[src/rtl/axi4_lite_master_if.sv]
// AXI4-Lite bus bundle between the command-port initiator and a register-block target.
// Latency: none, plain wires.
// Backpressure: independent valid/ready per channel (AW, W, B, AR, R).
interface axi4_lite_master_if #(
    parameter int ADDR_WIDTH = 32,
    parameter int DATA_WIDTH = 32
);
    logic [ADDR_WIDTH-1:0]   awaddr;
    logic                    awvalid;
    logic                    awready;
    logic [DATA_WIDTH-1:0]   wdata;
    logic [DATA_WIDTH/8-1:0] wstrb;
    logic                    wvalid;
    logic                    wready;
    logic [1:0]              bresp;
    logic                    bvalid;
    logic                    bready;
    logic [ADDR_WIDTH-1:0]   araddr;
    logic                    arvalid;
    logic                    arready;
    logic [DATA_WIDTH-1:0]   rdata;
    logic [1:0]              rresp;
    logic                    rvalid;
    logic                    rready;

    modport master (
        output awaddr, awvalid, wdata, wstrb, wvalid, bready, araddr, arvalid, rready,
        input  awready, wready, bresp, bvalid, arready, rdata, rresp, rvalid
    );

    modport slave (
        input  awaddr, awvalid, wdata, wstrb, wvalid, bready, araddr, arvalid, rready,
        output awready, wready, bresp, bvalid, arready, rdata, rresp, rvalid
    );
endinterface

[src/rtl/axi4_lite_master.sv]
// AXI4-Lite initiator: turns one command into one AXI read or write and returns one response.
// Latency: AXI valids rise the cycle after cmd accept; rsp_valid rises the cycle after the B/R handshake.
// Backpressure: cmd_ready only in IDLE; AXI valids hold until their ready; rsp_* hold until rsp_ready.
module axi4_lite_master #(
    parameter int ADDR_WIDTH    = 32,
    parameter int DATA_WIDTH    = 32,
    parameter int ERR_CNT_WIDTH = 8
) (
    input  logic                     aclk,
    input  logic                     aresetn,
    input  logic                     cmd_valid,
    output logic                     cmd_ready,
    input  logic                     cmd_write,
    input  logic [ADDR_WIDTH-1:0]    cmd_addr,
    input  logic [DATA_WIDTH-1:0]    cmd_wdata,
    input  logic [DATA_WIDTH/8-1:0]  cmd_wstrb,
    output logic                     rsp_valid,
    input  logic                     rsp_ready,
    output logic                     rsp_write,
    output logic [DATA_WIDTH-1:0]    rsp_rdata,
    output logic [1:0]               rsp_resp,
    output logic [ERR_CNT_WIDTH-1:0] err_count,
    axi4_lite_master_if.master       axi
);

    localparam logic [1:0] RESP_OKAY = 2'b00;

    typedef enum logic [2:0] {
        S_IDLE,
        S_WR,
        S_WR_RESP,
        S_RD_ADDR,
        S_RD_DATA,
        S_RESP
    } state_t;

    typedef struct packed {
        logic                  write;
        logic [DATA_WIDTH-1:0] rdata;
        logic [1:0]            resp;
    } rsp_t;

    state_t state;
    state_t state_nxt;
    rsp_t   rsp_q;

    logic awvalid_nxt;
    logic wvalid_nxt;
    logic arvalid_nxt;
    logic bready_nxt;
    logic rready_nxt;
    logic rsp_vld_nxt;
    logic cmd_acc;
    logic b_cap;
    logic r_cap;
    logic err_hit;

    // Gated by aresetn so the port reads 0 while reset is held, not just after it.
    assign cmd_ready = (state == S_IDLE) && aresetn;

    assign rsp_write = rsp_q.write;
    assign rsp_rdata = rsp_q.rdata;
    assign rsp_resp  = rsp_q.resp;

    always_ff @(posedge aclk or negedge aresetn) begin
        if (!aresetn) begin
            state <= S_IDLE;
        end else begin
            state <= state_nxt;
        end
    end

    always_comb begin
        state_nxt   = state;
        awvalid_nxt = axi.awvalid;
        wvalid_nxt  = axi.wvalid;
        arvalid_nxt = axi.arvalid;
        bready_nxt  = 1'b0;
        rready_nxt  = 1'b0;
        rsp_vld_nxt = rsp_valid;
        cmd_acc     = 1'b0;
        b_cap       = 1'b0;
        r_cap       = 1'b0;

        unique case (state)
            S_IDLE: begin
                if (cmd_valid) begin
                    cmd_acc = 1'b1;
                    if (cmd_write) begin
                        awvalid_nxt = 1'b1;
                        wvalid_nxt  = 1'b1;
                        state_nxt   = S_WR;
                    end else begin
                        arvalid_nxt = 1'b1;
                        state_nxt   = S_RD_ADDR;
                    end
                end
            end

            S_WR: begin
                // AW and W retire independently; leave once neither is still pending.
                awvalid_nxt = axi.awvalid && !axi.awready;
                wvalid_nxt  = axi.wvalid && !axi.wready;
                if (!awvalid_nxt && !wvalid_nxt) begin
                    bready_nxt = 1'b1;
                    state_nxt  = S_WR_RESP;
                end
            end

            S_WR_RESP: begin
                bready_nxt = 1'b1;
                if (axi.bvalid && axi.bready) begin
                    bready_nxt  = 1'b0;
                    b_cap       = 1'b1;
                    rsp_vld_nxt = 1'b1;
                    state_nxt   = S_RESP;
                end
            end

            S_RD_ADDR: begin
                if (axi.arready) begin
                    arvalid_nxt = 1'b0;
                    rready_nxt  = 1'b1;
                    state_nxt   = S_RD_DATA;
                end
            end

            S_RD_DATA: begin
                rready_nxt = 1'b1;
                if (axi.rvalid && axi.rready) begin
                    rready_nxt  = 1'b0;
                    r_cap       = 1'b1;
                    rsp_vld_nxt = 1'b1;
                    state_nxt   = S_RESP;
                end
            end

            S_RESP: begin
                if (rsp_ready) begin
                    rsp_vld_nxt = 1'b0;
                    state_nxt   = S_IDLE;
                end
            end

            default: begin
                state_nxt = S_IDLE;
            end
        endcase
    end

    assign err_hit = (b_cap && (axi.bresp != RESP_OKAY)) ||
                     (r_cap && (axi.rresp != RESP_OKAY));

    always_ff @(posedge aclk or negedge aresetn) begin
        if (!aresetn) begin
            axi.awvalid <= 1'b0;
            axi.wvalid  <= 1'b0;
            axi.arvalid <= 1'b0;
            axi.bready  <= 1'b0;
            axi.rready  <= 1'b0;
            axi.awaddr  <= '0;
            axi.wdata   <= '0;
            axi.wstrb   <= '0;
            axi.araddr  <= '0;
            rsp_valid   <= 1'b0;
            rsp_q       <= '0;
            err_count   <= '0;
        end else begin
            axi.awvalid <= awvalid_nxt;
            axi.wvalid  <= wvalid_nxt;
            axi.arvalid <= arvalid_nxt;
            axi.bready  <= bready_nxt;
            axi.rready  <= rready_nxt;
            rsp_valid   <= rsp_vld_nxt;

            // The AXI address/data registers double as the latched command.
            if (cmd_acc) begin
                if (cmd_write) begin
                    axi.awaddr <= cmd_addr;
                    axi.wdata  <= cmd_wdata;
                    axi.wstrb  <= cmd_wstrb;
                end else begin
                    axi.araddr <= cmd_addr;
                end
            end

            if (b_cap) begin
                rsp_q.write <= 1'b1;
                rsp_q.rdata <= '0;
                rsp_q.resp  <= axi.bresp;
            end

            if (r_cap) begin
                rsp_q.write <= 1'b0;
                rsp_q.rdata <= axi.rdata;
                rsp_q.resp  <= axi.rresp;
            end

            if (err_hit && (err_count != '1)) begin
                err_count <= err_count + 1'b1;
            end
        end
    end

endmodule

[src/flat_wrapper.sv]
// flat-port wrapper written by rule: the top's interface ports become plain ports
module axi4_lite_master_flat 
#(
    parameter int ADDR_WIDTH    = 32,
    parameter int DATA_WIDTH    = 32,
    parameter int ERR_CNT_WIDTH = 8
)
  (aclk, aresetn, cmd_valid, cmd_ready, cmd_write, cmd_addr, cmd_wdata, cmd_wstrb, rsp_valid, rsp_ready, rsp_write, rsp_rdata, rsp_resp, err_count, axi_awaddr, axi_awvalid, axi_wdata, axi_wstrb, axi_wvalid, axi_bready, axi_araddr, axi_arvalid, axi_rready, axi_awready, axi_wready, axi_bresp, axi_bvalid, axi_arready, axi_rdata, axi_rresp, axi_rvalid);
  axi4_lite_master_if #(.ADDR_WIDTH(ADDR_WIDTH), .DATA_WIDTH(DATA_WIDTH)) axi_i ();
  input  logic aclk;
  input  logic aresetn;
  input  logic cmd_valid;
  output logic cmd_ready;
  input  logic cmd_write;
  input  logic [ADDR_WIDTH-1:0] cmd_addr;
  input  logic [DATA_WIDTH-1:0] cmd_wdata;
  input  logic [DATA_WIDTH/8-1:0] cmd_wstrb;
  output logic rsp_valid;
  input  logic rsp_ready;
  output logic rsp_write;
  output logic [DATA_WIDTH-1:0] rsp_rdata;
  output logic [1:0] rsp_resp;
  output logic [ERR_CNT_WIDTH-1:0] err_count;
  output wire logic [$bits(axi_i.awaddr)-1:0] axi_awaddr;
  output wire logic [$bits(axi_i.awvalid)-1:0] axi_awvalid;
  output wire logic [$bits(axi_i.wdata)-1:0] axi_wdata;
  output wire logic [$bits(axi_i.wstrb)-1:0] axi_wstrb;
  output wire logic [$bits(axi_i.wvalid)-1:0] axi_wvalid;
  output wire logic [$bits(axi_i.bready)-1:0] axi_bready;
  output wire logic [$bits(axi_i.araddr)-1:0] axi_araddr;
  output wire logic [$bits(axi_i.arvalid)-1:0] axi_arvalid;
  output wire logic [$bits(axi_i.rready)-1:0] axi_rready;
  input wire logic [$bits(axi_i.awready)-1:0] axi_awready;
  input wire logic [$bits(axi_i.wready)-1:0] axi_wready;
  input wire logic [$bits(axi_i.bresp)-1:0] axi_bresp;
  input wire logic [$bits(axi_i.bvalid)-1:0] axi_bvalid;
  input wire logic [$bits(axi_i.arready)-1:0] axi_arready;
  input wire logic [$bits(axi_i.rdata)-1:0] axi_rdata;
  input wire logic [$bits(axi_i.rresp)-1:0] axi_rresp;
  input wire logic [$bits(axi_i.rvalid)-1:0] axi_rvalid;
  assign axi_awaddr = axi_i.awaddr;
  assign axi_awvalid = axi_i.awvalid;
  assign axi_wdata = axi_i.wdata;
  assign axi_wstrb = axi_i.wstrb;
  assign axi_wvalid = axi_i.wvalid;
  assign axi_bready = axi_i.bready;
  assign axi_araddr = axi_i.araddr;
  assign axi_arvalid = axi_i.arvalid;
  assign axi_rready = axi_i.rready;
  assign axi_i.awready = axi_awready;
  assign axi_i.wready = axi_wready;
  assign axi_i.bresp = axi_bresp;
  assign axi_i.bvalid = axi_bvalid;
  assign axi_i.arready = axi_arready;
  assign axi_i.rdata = axi_rdata;
  assign axi_i.rresp = axi_rresp;
  assign axi_i.rvalid = axi_rvalid;
  axi4_lite_master #(.ADDR_WIDTH(ADDR_WIDTH), .DATA_WIDTH(DATA_WIDTH), .ERR_CNT_WIDTH(ERR_CNT_WIDTH)) u_core (.aclk(aclk), .aresetn(aresetn), .cmd_valid(cmd_valid), .cmd_ready(cmd_ready), .cmd_write(cmd_write), .cmd_addr(cmd_addr), .cmd_wdata(cmd_wdata), .cmd_wstrb(cmd_wstrb), .rsp_valid(rsp_valid), .rsp_ready(rsp_ready), .rsp_write(rsp_write), .rsp_rdata(rsp_rdata), .rsp_resp(rsp_resp), .err_count(err_count), .axi(axi_i));
endmodule
[config.mk]
export PLATFORM = sky130hd
export DESIGN_NAME = axi4_lite_master_flat
export DESIGN_NICKNAME = d
export VERILOG_FILES = /design/src/rtl/axi4_lite_master_if.sv /design/src/rtl/axi4_lite_master.sv /design/src/flat_wrapper.sv
export SDC_FILE = /design/constraint.sdc
export NUM_CORES = 1
export LEC_CHECK = 0
export ABC_AREA = 1
export ABC_CLOCK_PERIOD_IN_PS = 2800
export CAP_MARGIN = 20
export CORE_MARGIN = 4
export CORE_UTILIZATION = 41
export DETAILED_ROUTE_END_ITERATION = 10
export PLACE_DENSITY_LB_ADDON = 0.05
export SLEW_MARGIN = 20
export SYNTH_ARGS = -nofsm -noshare
export SYNTH_HDL_FRONTEND = slang
export SYNTH_SLANG_ARGS = --single-unit
[constraint.sdc]
create_clock -name aclk -period 2.8 [get_ports aclk]
set_input_delay 0.28 -clock aclk [delete_from_list [all_inputs] [get_ports aclk]]
set_output_delay 0.28 -clock aclk [all_outputs]
set_load 0.02 [all_outputs]
Word-level counts from Yosys, hierarchy flattened
Cells that the tools add are included.
- add/sub/neg operators: 1
- eq/ne operators: 14
- multiplexer cells: 34
- bitwise logic cells: 1
- reduce and logical (&&, ||, !) cells: 27
- operators with widths (kind ; count):
    $mux W35 ; 2
    $mux W1 ; 18
    $mux W3 ; 6
    $pmux W3 S6 ; 1
    $ne A2 B2 Y1 const B ; 5
    $pmux W1 S2 ; 5
    $reduce_bool A2 Y1 ; 5
    $logic_and A1 B1 Y1 ; 9
    $add A8 B1 Y8 const B ; 1
    $ne A8 B8 Y1 const B ; 1
    $reduce_and A4 Y1 ; 2
    $eq A3 B2 Y1 const B ; 2
    $eq A3 B3 Y1 const B ; 2
    $ne A2 B1 Y1 const B ; 3
    $reduce_and A6 Y1 ; 1
    $logic_not A1 Y1 ; 4
    $reduce_and A2 Y1 ; 2
    $eq A3 B1 Y1 const B ; 1
    $logic_not A3 Y1 ; 1
    $pmux W1 S3 ; 1
    $reduce_and A3 Y1 ; 1
    $reduce_bool A3 Y1 ; 1
    $mux W2 ; 1
    $logic_or A1 B1 Y1 ; 1
    $not A1 Y1 ; 1
- register bits: 152
- input bits: 114
- word-level logic and storage cells: 92

Logic depth before layout (Yosys ltp)
Gate-level depths: netlist (run 1).
- depth in word-level cells: 6
- mapped depth: 10
- mapped depth without buffers: 9

Worst setup path after synthesis (run 1)
No wires, ideal clock.
- path type: reg-to-reg
- from: reg u_core.err_count[0]
- to: reg u_core.err_count[5]
- library setup time: 0.065 ns
- arrival time: 1.433 ns
- required time: 2.735 ns
- path slack: 1.301 ns
- cell stages (with the launch flop): 8
- clock period less this slack: 1.499 ns
- cell sequence: dfrtp_1 > ha_1 > nand3_1 > nor3_1 > inv_1 > nand2_2 > nand2_1 > nand2_1
- longest elaborated chain between the ends: 2
- ends and longest elaborated chain (what ; line ; source):
    from (decl) ; axi4_lite_master.sv:22 ; output logic [ERR_CNT_WIDTH-1:0] err_count,
    from (signal assigned) ; axi4_lite_master.sv:200 ; err_count <= err_count + 1'b1;
    parallel branches: the longest is 2 deep, another holds $add A8 B1 Y8 ; n/a ;
Parallel ways; which one is timed is not known.
A chain may end at the register's enable or synchronous reset.

Final worst setup path (run 1)
- from: reg u_core.state[2]
- to: out cmd_ready
- longest elaborated chain between the ends: 2
- ends and longest elaborated chain (what ; line ; source):
    from (decl) ; axi4_lite_master.sv:43 ; state_t state;
    from (signal assigned) ; axi4_lite_master.sv:69 ; state <= state_nxt;
    $logic_not A3 Y1 ; axi4_lite_master.sv:59 ; assign cmd_ready = (state == S_IDLE) && aresetn;
    $logic_and A1 B1 Y1 ; axi4_lite_master.sv:59 ;
    to (decl) ; flat_wrapper.sv:13 ; output logic cmd_ready;
No other way between the ends.

==> results of run 1 <==
## how the worst max path moves through the flow
stage	slack, ns	endpoint	start	cells after the start
2_1_floorplan	1.30	u_core.err_count[5]	u_core.err_count[0]	7
6_report	0.66	cmd_ready	u_core.state[2]	4
4_1_cts	0.64	cmd_ready	u_core.state[2]	4
3_3_place_gp	0.87	u_core.axi.wdata[5]	cmd_valid	6
5_1_grt	0.58	cmd_ready	u_core.state[2]	4
3_5_place_dp	0.81	u_core.axi.araddr[19]	cmd_write	7
## synth_stat cells, drive strengths merged, types with 2 or more instances
| cell | n |
|---|---|
| xor2 | 2 |
| o21ai | 7 |
| nand3b | 2 |
| nand3 | 15 |
| clkbuf | 7 |
| inv | 23 |
| dfrtp | 152 |
| nor3 | 2 |
| buf | 20 |
| xnor2 | 2 |
| nor2 | 15 |
| nand2 | 468 |
## cells by family (layout without fill, tap and decap cells)
group / after synthesis / in the layout / synth area share
fa+ha+maj: 1 / 1 / 0.00206
buf+inv: 50 / 321 / 0.0359
compound gates: 9 / 9 / 0.00785
xor+xnor: 4 / 4 / 0.00578
flops: 152 / 152 / 0.628
simple gates: 503 / 503 / 0.321
## layer usage
layer | up-vias | GRT usage | part of all wire
met5 | - | 0 | 0
met4 | 0 | 0.0941 | 0.031
met3 | 39 | 0.0763 | 0.084
met2 | 220 | 0.345 | 0.48
met1 | 2572 | 0.259 | 0.40
li1 | 2678 | - | -
## layout by cell type, fill, tap and decap left out, drive strengths merged
cell | synthesis | layout
xor2 | 2 | 2
clkinv | 0 | 3
nand4 | 1 | 1
buf | 20 | 6
clkbuf | 7 | 21
nor3 | 2 | 2
nor2 | 15 | 15
xnor2 | 2 | 2
ha | 1 | 1
clkinvlp | 0 | 1
nand3b | 2 | 2
o21ai | 7 | 7
nand3 | 15 | 15
clkdlybuf4s50 | 0 | 262
dfrtp | 152 | 152
bufinv | 0 | 5
nand2 | 468 | 468
o21a | 1 | 1
inv | 23 | 23
a21oi | 1 | 1
## where the power goes
group | internal, mW | total [mW] | switching, mW | leakage [nW]
clock | 1.61 | 2.48 | 0.860 | 0.309
combinational | 2.13 | 4.68 | 2.55 | 2.54
sequential | 3.12 | 3.67 | 0.554 | 1.94
total | 6.87 | 10.8 | 3.96 | 4.79
## flip-flops by register name (all words and copies together), names as in the netlist
register            cells
u_core.rsp_write        1
u_core.state            3
u_core.axi.arvalid      1
u_core.axi.araddr      32
u_core.axi.wstrb        4
u_core.rsp_rdata       32
u_core.axi.wvalid       1
u_core.axi.wdata       32
u_core.axi.bready       1
u_core.rsp_valid        1
u_core.axi.rready       1
u_core.rsp_resp         2
u_core.axi.awaddr      32
u_core.axi.awvalid      1
u_core.err_count        8
## through the flow
stage | hold slack, ns | utilization | instance area, µm²
after floorplan | -0.0156 | - | 6060
after global placement | 0.452 | 0.611 | 8850
after detailed placement | 0.459 | 0.611 | 8850
after CTS | 0.0442 | 0.655 | 9490
after global routing | 0.0793 | 0.655 | 9490
final | -0.0136 | 0.655 | 9490
## worst reg2reg max path, stage by stage (launching register included)
cell	delay, ns
dfrtp_1	0.48
nor2_2	0.15
nand2_1	0.09
nor2_1	0.16
nand2_2	0.06
buf_4	0.25
inv_2	0.49
nand2_1	0.12
nand2_1	0.11
## area by class of cell
class,instances,area share
Timing Repair Buffer,268,0.284
Tap cell,184,0.0243
Clock inverter,9,0.0182
Sequential cell,152,0.401
Multi-Input combinational cell,517,0.215
Clock buffer,21,0.0485
Inverter,23,0.00910
==> results.py, run 1 <==
metrics = {
    "outcome": {
        "outcome": "finished with violations",
        "failed_checks": "negative hold slack",
    },
    "yosys": {
        "synth_top_flop_cell": "dfrtp_1",
        "synthesis.instances": 719,
        "synth_enable_flop_cells": 0,
        "postSynth.asyncResetShare": 1.00,
        "synth_seq_area_share": 0.628,
        "synth_fp_nets": 834,
        "yosysUniqueCellTypes": 22,
        "synth.cell_area_um2": 6060,
        "ys_seq_elements": 152,
        "synth_area_leaders": "dfrtp_1 63%, nand2_1 29%, buf_2 1.2%, nand3_1 1.2%, inv_1 1.1%",
        "yosys_warnings": 0,
        "avgSynthCellArea_um2": 8.43,
        "post_synthesis_cell_type_with_the_largest_combined_area": "dfrtp_1",
        "synth_top_area_frac": 0.628,
    },
    "critical_path": {
        "critPathCaptureType": "output pin",
        "crit_path_cell_trace": "nor2_2, nand2_1, nor2_1, clkdlybuf4s50_1",
        "timing.critical_path.slowest_cell_delay_ns": 0.63,
        "ff2ff_setup_slack_ns": 0.84,
        "highest_delay_cell_along_the_critical_path": "clkdlybuf4s50_1",
        "worst-endpoint-required_ns": 2.52,
        "critical_path.reg2reg.startpoint": "u_core.state[2]",
        "crit_family": "buffers and inverters",
        "crit_buf_inv": 1,
        "regToRegEndpoint": "u_core.axi.araddr[19]",
        "start_kind": "register",
        "criticalPathCategory": "register to output pin",
        "path_max_fanout": 9,
        "worst-r2r-cell-count": 8,
        "worst-endpoint-arrival_ns": 1.86,
    },
    "clock_network": {
        "cts_repair_resize_count": 0,
        "h-tree-depth": 4,
        "cts_tree": "done",
        "hold_buffers": 0,
        "cts_max_path_buffers": 2,
        "ctsRootBufferMaster": "clkbuf_16",
        "post_cts.repair.setup_buffers": 0,
        "clock-sinks": 152,
        "clk_pin_slew_worst_paths_ns": 0.06,
        "clk-insertion-delay-late_ns": 0.42,
        "cts_buffers": 17,
    },
    "finish": {
        "post_synthesis_to_final_layout_area_growth_pct": 56.6,
        "num_antenna_cells": 0,
        "n_fill_cell": 1196,
        "drive_gt1_frac": 0.0465,
        "final-seq-area_um2": 3800,
        "layout_net_count": 1094,
        "final_cell_count_no_fill": 1174,
        "combined_area_of_the_multi_input_logic_cells_um2": 2040,
    },
    "grt": {
        "grt_pass1_vias": 5579,
        "grt_antenna_before_repair": 0,
        "grt_remaining_overflow": 0,
        "globalRouteTotalUtil": 0.214,
        "grt_pass1_wl_um": 28000,
        "grt_max_degree": 153,
    },
    "route": {
        "first_pass_iters": 4,
        "routed-via-count": 5509,
        "drt_wl_total_um": 17800,
        "dr.first_iter.drc_count": 254,
        "final_routed_wire_length_divided_by_cell_count_um": 15.2,
        "remaining_drc_errors": 0,
        "detail_route.vias_per_cell": 4.69,
        "detail-route-antenna-nets": 0,
    },
    "timing": {
        "worst_clock_skew_ns": 0.00943,
        "slew_headroom": 0.467,
        "final_period_minus_worst_setup_slack_ns": 2.14,
        "max_clock_freq_mhz": 468,
        "tightestPinTransition_ns": 0.800,
        "final_max_slew_viol_count": 0,
        "hold_slack_ns": -0.0136,
        "rsz0062_at_grt": "no",
        "fin_ws_ns": 0.665,
        "hold_viol": 23,
        "fin_crit_sh": 0.763,
        "timing.final.setup_violations": 0,
        "setup-tns-final_ns": 0,
    },
    "place": {
        "place.port_buffers": 263,
        "place_ws_ns": 0.815,
        "gpl.final_weighted_congestion": 0.858,
        "final_hpwl_dp_um": 12500,
        "numPlacedInstances": 1144,
    },
    "floorplanning": {
        "initial_utilization": 0.418,
        "boundaryPins": 264,
        "die_height_um": 130,
        "dieWidth_um": 130,
        "overall_die_area_um2": 16800,
        "core_region_area_um2": 14500,
        "floorplan.rows": 44,
    },
    "min_path": {
        "worstHoldPathType": "primary input to async pin",
    },
    "job": {
        "drv.max_cap_violation_count": 0,
    },
    "power": {
        "cellPowerDensity_nw_per_um2": 1140,
        "report.power.total_mw": 10.8,
        "irDropWorstVdd_mv": 0.530,
        "power.leakage_nw": 4.79,
    },
}
(Power assumes the default switching activity.)
==> inputs of run 2 (changes only) <==
--- a/config.mk
+++ b/config.mk
@@ -6,10 +6,10 @@
 export NUM_CORES = 1
 export LEC_CHECK = 0
 export ABC_AREA = 1
-export ABC_CLOCK_PERIOD_IN_PS = 2800
+export ABC_CLOCK_PERIOD_IN_PS = 1740
 export CAP_MARGIN = 20
 export CORE_MARGIN = 4
-export CORE_UTILIZATION = 41
+export CORE_UTILIZATION = 38
 export DETAILED_ROUTE_END_ITERATION = 10
 export PLACE_DENSITY_LB_ADDON = 0.05
 export SLEW_MARGIN = 20
==> constraint.sdc (replaced) <==
create_clock -name aclk -period 1.74 [get_ports aclk]
set_input_delay 0.174 -clock aclk [delete_from_list [all_inputs] [get_ports aclk]]
set_output_delay 0.174 -clock aclk [all_outputs]
set_load 0.02 [all_outputs]
==> run 2 against run 1 <==
The flow now finishes without violations. Non-clock buffer count grew 8. Global-route usage is 2.0 points lower. Sequential share of layout area shrank 0.31 points. Cell area increased by 0.79%. Sequential cell count is the same. Wire length down 2.2%. Die area increased by 7.4%. Largest power group unchanged.
==> results.py, run 2 (synthesis gave the netlist of run 1 again) <==
metrics = {
    "outcome": {
        "outcome": "finished clean",
    },
    "finish": {
        "final_design_area_no_fill_um2": 9560,
        "drive_gt1_frac": 0.0580,
        "layout_net_count": 1102,
        "layout_common_cells": "464 x nand2_1, 261 x clkdlybuf4s50_1, 152 x dfrtp_1, 18 x inv_1, 17 x clkbuf_16",
        "combined_area_of_the_multi_input_logic_cells_um2": 2040,
        "num_antenna_cells": 0,
        "final-seq-area_um2": 3800,
        "n_fill_cell": 1393,
        "layout_commonest_cell": "nand2_1",
        "post_synthesis_to_final_layout_area_growth_pct": 57.8,
    },
    "place": {
        "place.port_buffers": 263,
        "final_hpwl_dp_um": 12100,
        "gpl.final_weighted_congestion": 0.820,
        "instance_area_at_placement_um2": 8980,
    },
    "critical_path": {
        "worst-endpoint-arrival_ns": 1.48,
        "crit_buf_inv": 1,
        "timing.critical_path.slowest_cell_delay_ns": 0.63,
        "path_max_fanout": 5,
        "start_kind": "register",
        "highest_delay_cell_along_the_critical_path": "clkdlybuf4s50_1",
        "worst-endpoint-required_ns": 1.57,
        "criticalPathCategory": "register to output pin",
        "crit_family": "buffers and inverters",
        "crit_path_cell_trace": "clkdlybuf4s50_1",
        "critPathCaptureType": "output pin",
    },
    "floorplanning": {
        "overall_die_area_um2": 18000,
        "dieWidth_um": 134,
        "initial_utilization": 0.393,
        "die_height_um": 134,
        "boundaryPins": 264,
        "floorplan.rows": 45,
        "core_region_area_um2": 15400,
    },
    "grt": {
        "globalRouteTotalUtil": 0.194,
        "grt_remaining_overflow": 0,
        "grt_pass1_vias": 5296,
        "grt_max_degree": 153,
        "grt_pass1_wl_um": 27800,
        "grt_antenna_before_repair": 0,
    },
    "timing": {
        "hold_viol": 0,
        "worst_clock_skew_ns": 0.00885,
        "slew_headroom": 0.444,
        "timing.final.setup_violations": 0,
        "tightestPinTransition_ns": 0.833,
        "hold_slack_ns": 0.286,
        "fin_crit_sh": 0.949,
        "max_clock_freq_mhz": 606,
        "setup-tns-final_ns": 0,
        "final_period_minus_worst_setup_slack_ns": 1.65,
        "rsz0062_at_grt": "no",
        "final_max_slew_viol_count": 0,
    },
    "power": {
        "p_clk_frac": 0.209,
        "p_sw_mw": 6.46,
        "internal-power_mw": 10.5,
        "cellPowerDensity_nw_per_um2": 1780,
        "comb_power_share": 0.445,
        "power.leakage_nw": 4.81,
        "irDropWorstVdd_mv": 1.11,
        "sw_frac_of_total": 0.381,
        "sequentialPowerShare": 0.346,
    },
    "route": {
        "dr.first_iter.drc_count": 250,
        "remaining_drc_errors": 0,
        "routed-via-count": 5332,
        "first_pass_iters": 4,
        "detail_route.vias_per_cell": 4.40,
        "drt_wl_total_um": 17400,
        "final_routed_wire_length_divided_by_cell_count_um": 14.4,
        "detail-route-antenna-nets": 0,
    },
    "clock_network": {
        "cts_max_path_buffers": 2,
        "clk-insertion-delay-late_ns": 0.42,
        "post_cts.repair.setup_buffers": 0,
        "clk_pin_slew_worst_paths_ns": 0.07,
        "h-tree-depth": 4,
        "ctsRootBufferMaster": "clkbuf_16",
        "clock-sinks": 152,
        "cts_tree": "done",
        "cts_buffers": 17,
    },
    "min_path": {
        "worstHoldPathType": "primary input to register",
    },
    "job": {
        "drv.max_cap_violation_count": 0,
    },
}
run 2: cell count changes in the layout (fill, tap and decap cells not counted), sizes merged:
cell	change
clkinvlp	+2
buf	+7
clkbuf	-2
inv	+4
bufinv	-4
clkinv	+3
clkdlybuf4s50	-1
dlygate4sd3	+1
run 2: final cells by class:
| class | count | share of cell area |
|---|---|---|
| clock inverter | 14 | 0.0152 |
| timing repair buffer | 276 | 0.292 |
| clock buffer | 18 | 0.0449 |
| tap | 211 | 0.0276 |
| sequential | 152 | 0.398 |
| multi-input combinational | 517 | 0.214 |
| inverter | 23 | 0.00903 |
run 2: repair_timing:
item,in CTS,in global routing
hold buffers,1,0
gates resized for setup,2,2
hold endpoints to repair,152,0
endpoints found under the setup margin,1,8
run 2: tightest hold or removal path, delay by kind of cell:
kind	cells	cell delay [ns]
buffers and inverters	1	0.39
and+or+nand+nor	2	0.10
run 2: metal layers:
layer | part of all wire | global-route usage
met5 | 0 | 0
met4 | 0.017 | 0.0662
met3 | 0.079 | 0.0705
met2 | 0.46 | 0.301
met1 | 0.44 | 0.252
run 2: metrics by stage:
stage / power [mW] / util / worst slack, ns / std cells
5_1_grt: 18.1 / 0.620 / 0.00703 / 1211
2_1_floorplan: 9.53 / - / 0.241 / 719
3_3_place_gp: 13.5 / 0.582 / 0.173 / 1178
6_report: 17.0 / 0.620 / 0.0895 / 1211
4_1_cts: 17.2 / 0.620 / 0.0110 / 1211
3_5_place_dp: 13.5 / 0.582 / 0.161 / 1178
run 2: path summary, 6_finish.rpt:
check | from | cells past startpoint | slack (ns) | endpoint
worst max register to register | u_core.state[1] | 8 | 0.20 | u_core.err_count[2]
worst max-delay path | u_core.err_count[4] | 1 | 0.09 | err_count[4]
worst min register to register | u_core.rsp_rdata[26] | 2 | 0.47 | u_core.rsp_rdata[26]
worst min-delay path | cmd_wstrb[0] | 3 | 0.29 | u_core.axi.wstrb[0]
min in group asynchronous | aresetn | 3 | 0.51 | u_core.rsp_rdata[13]
max in group asynchronous | aresetn | 3 | 0.59 | u_core.axi.awaddr[9]
run 2: power by group through the flow:
| stage | logic (mW) | clock network [mW] | registers [mW] |
|---|---|---|---|
| floorplan | 1.89 | 0 | 7.64 |
| global placement | 7.61 | 0 | 5.86 |
| detailed placement | 7.67 | 0 | 5.88 |
| CTS | 7.68 | 3.65 | 5.88 |
| global route | 8.18 | 3.79 | 6.08 |
| finish | 7.56 | 3.54 | 5.88 |
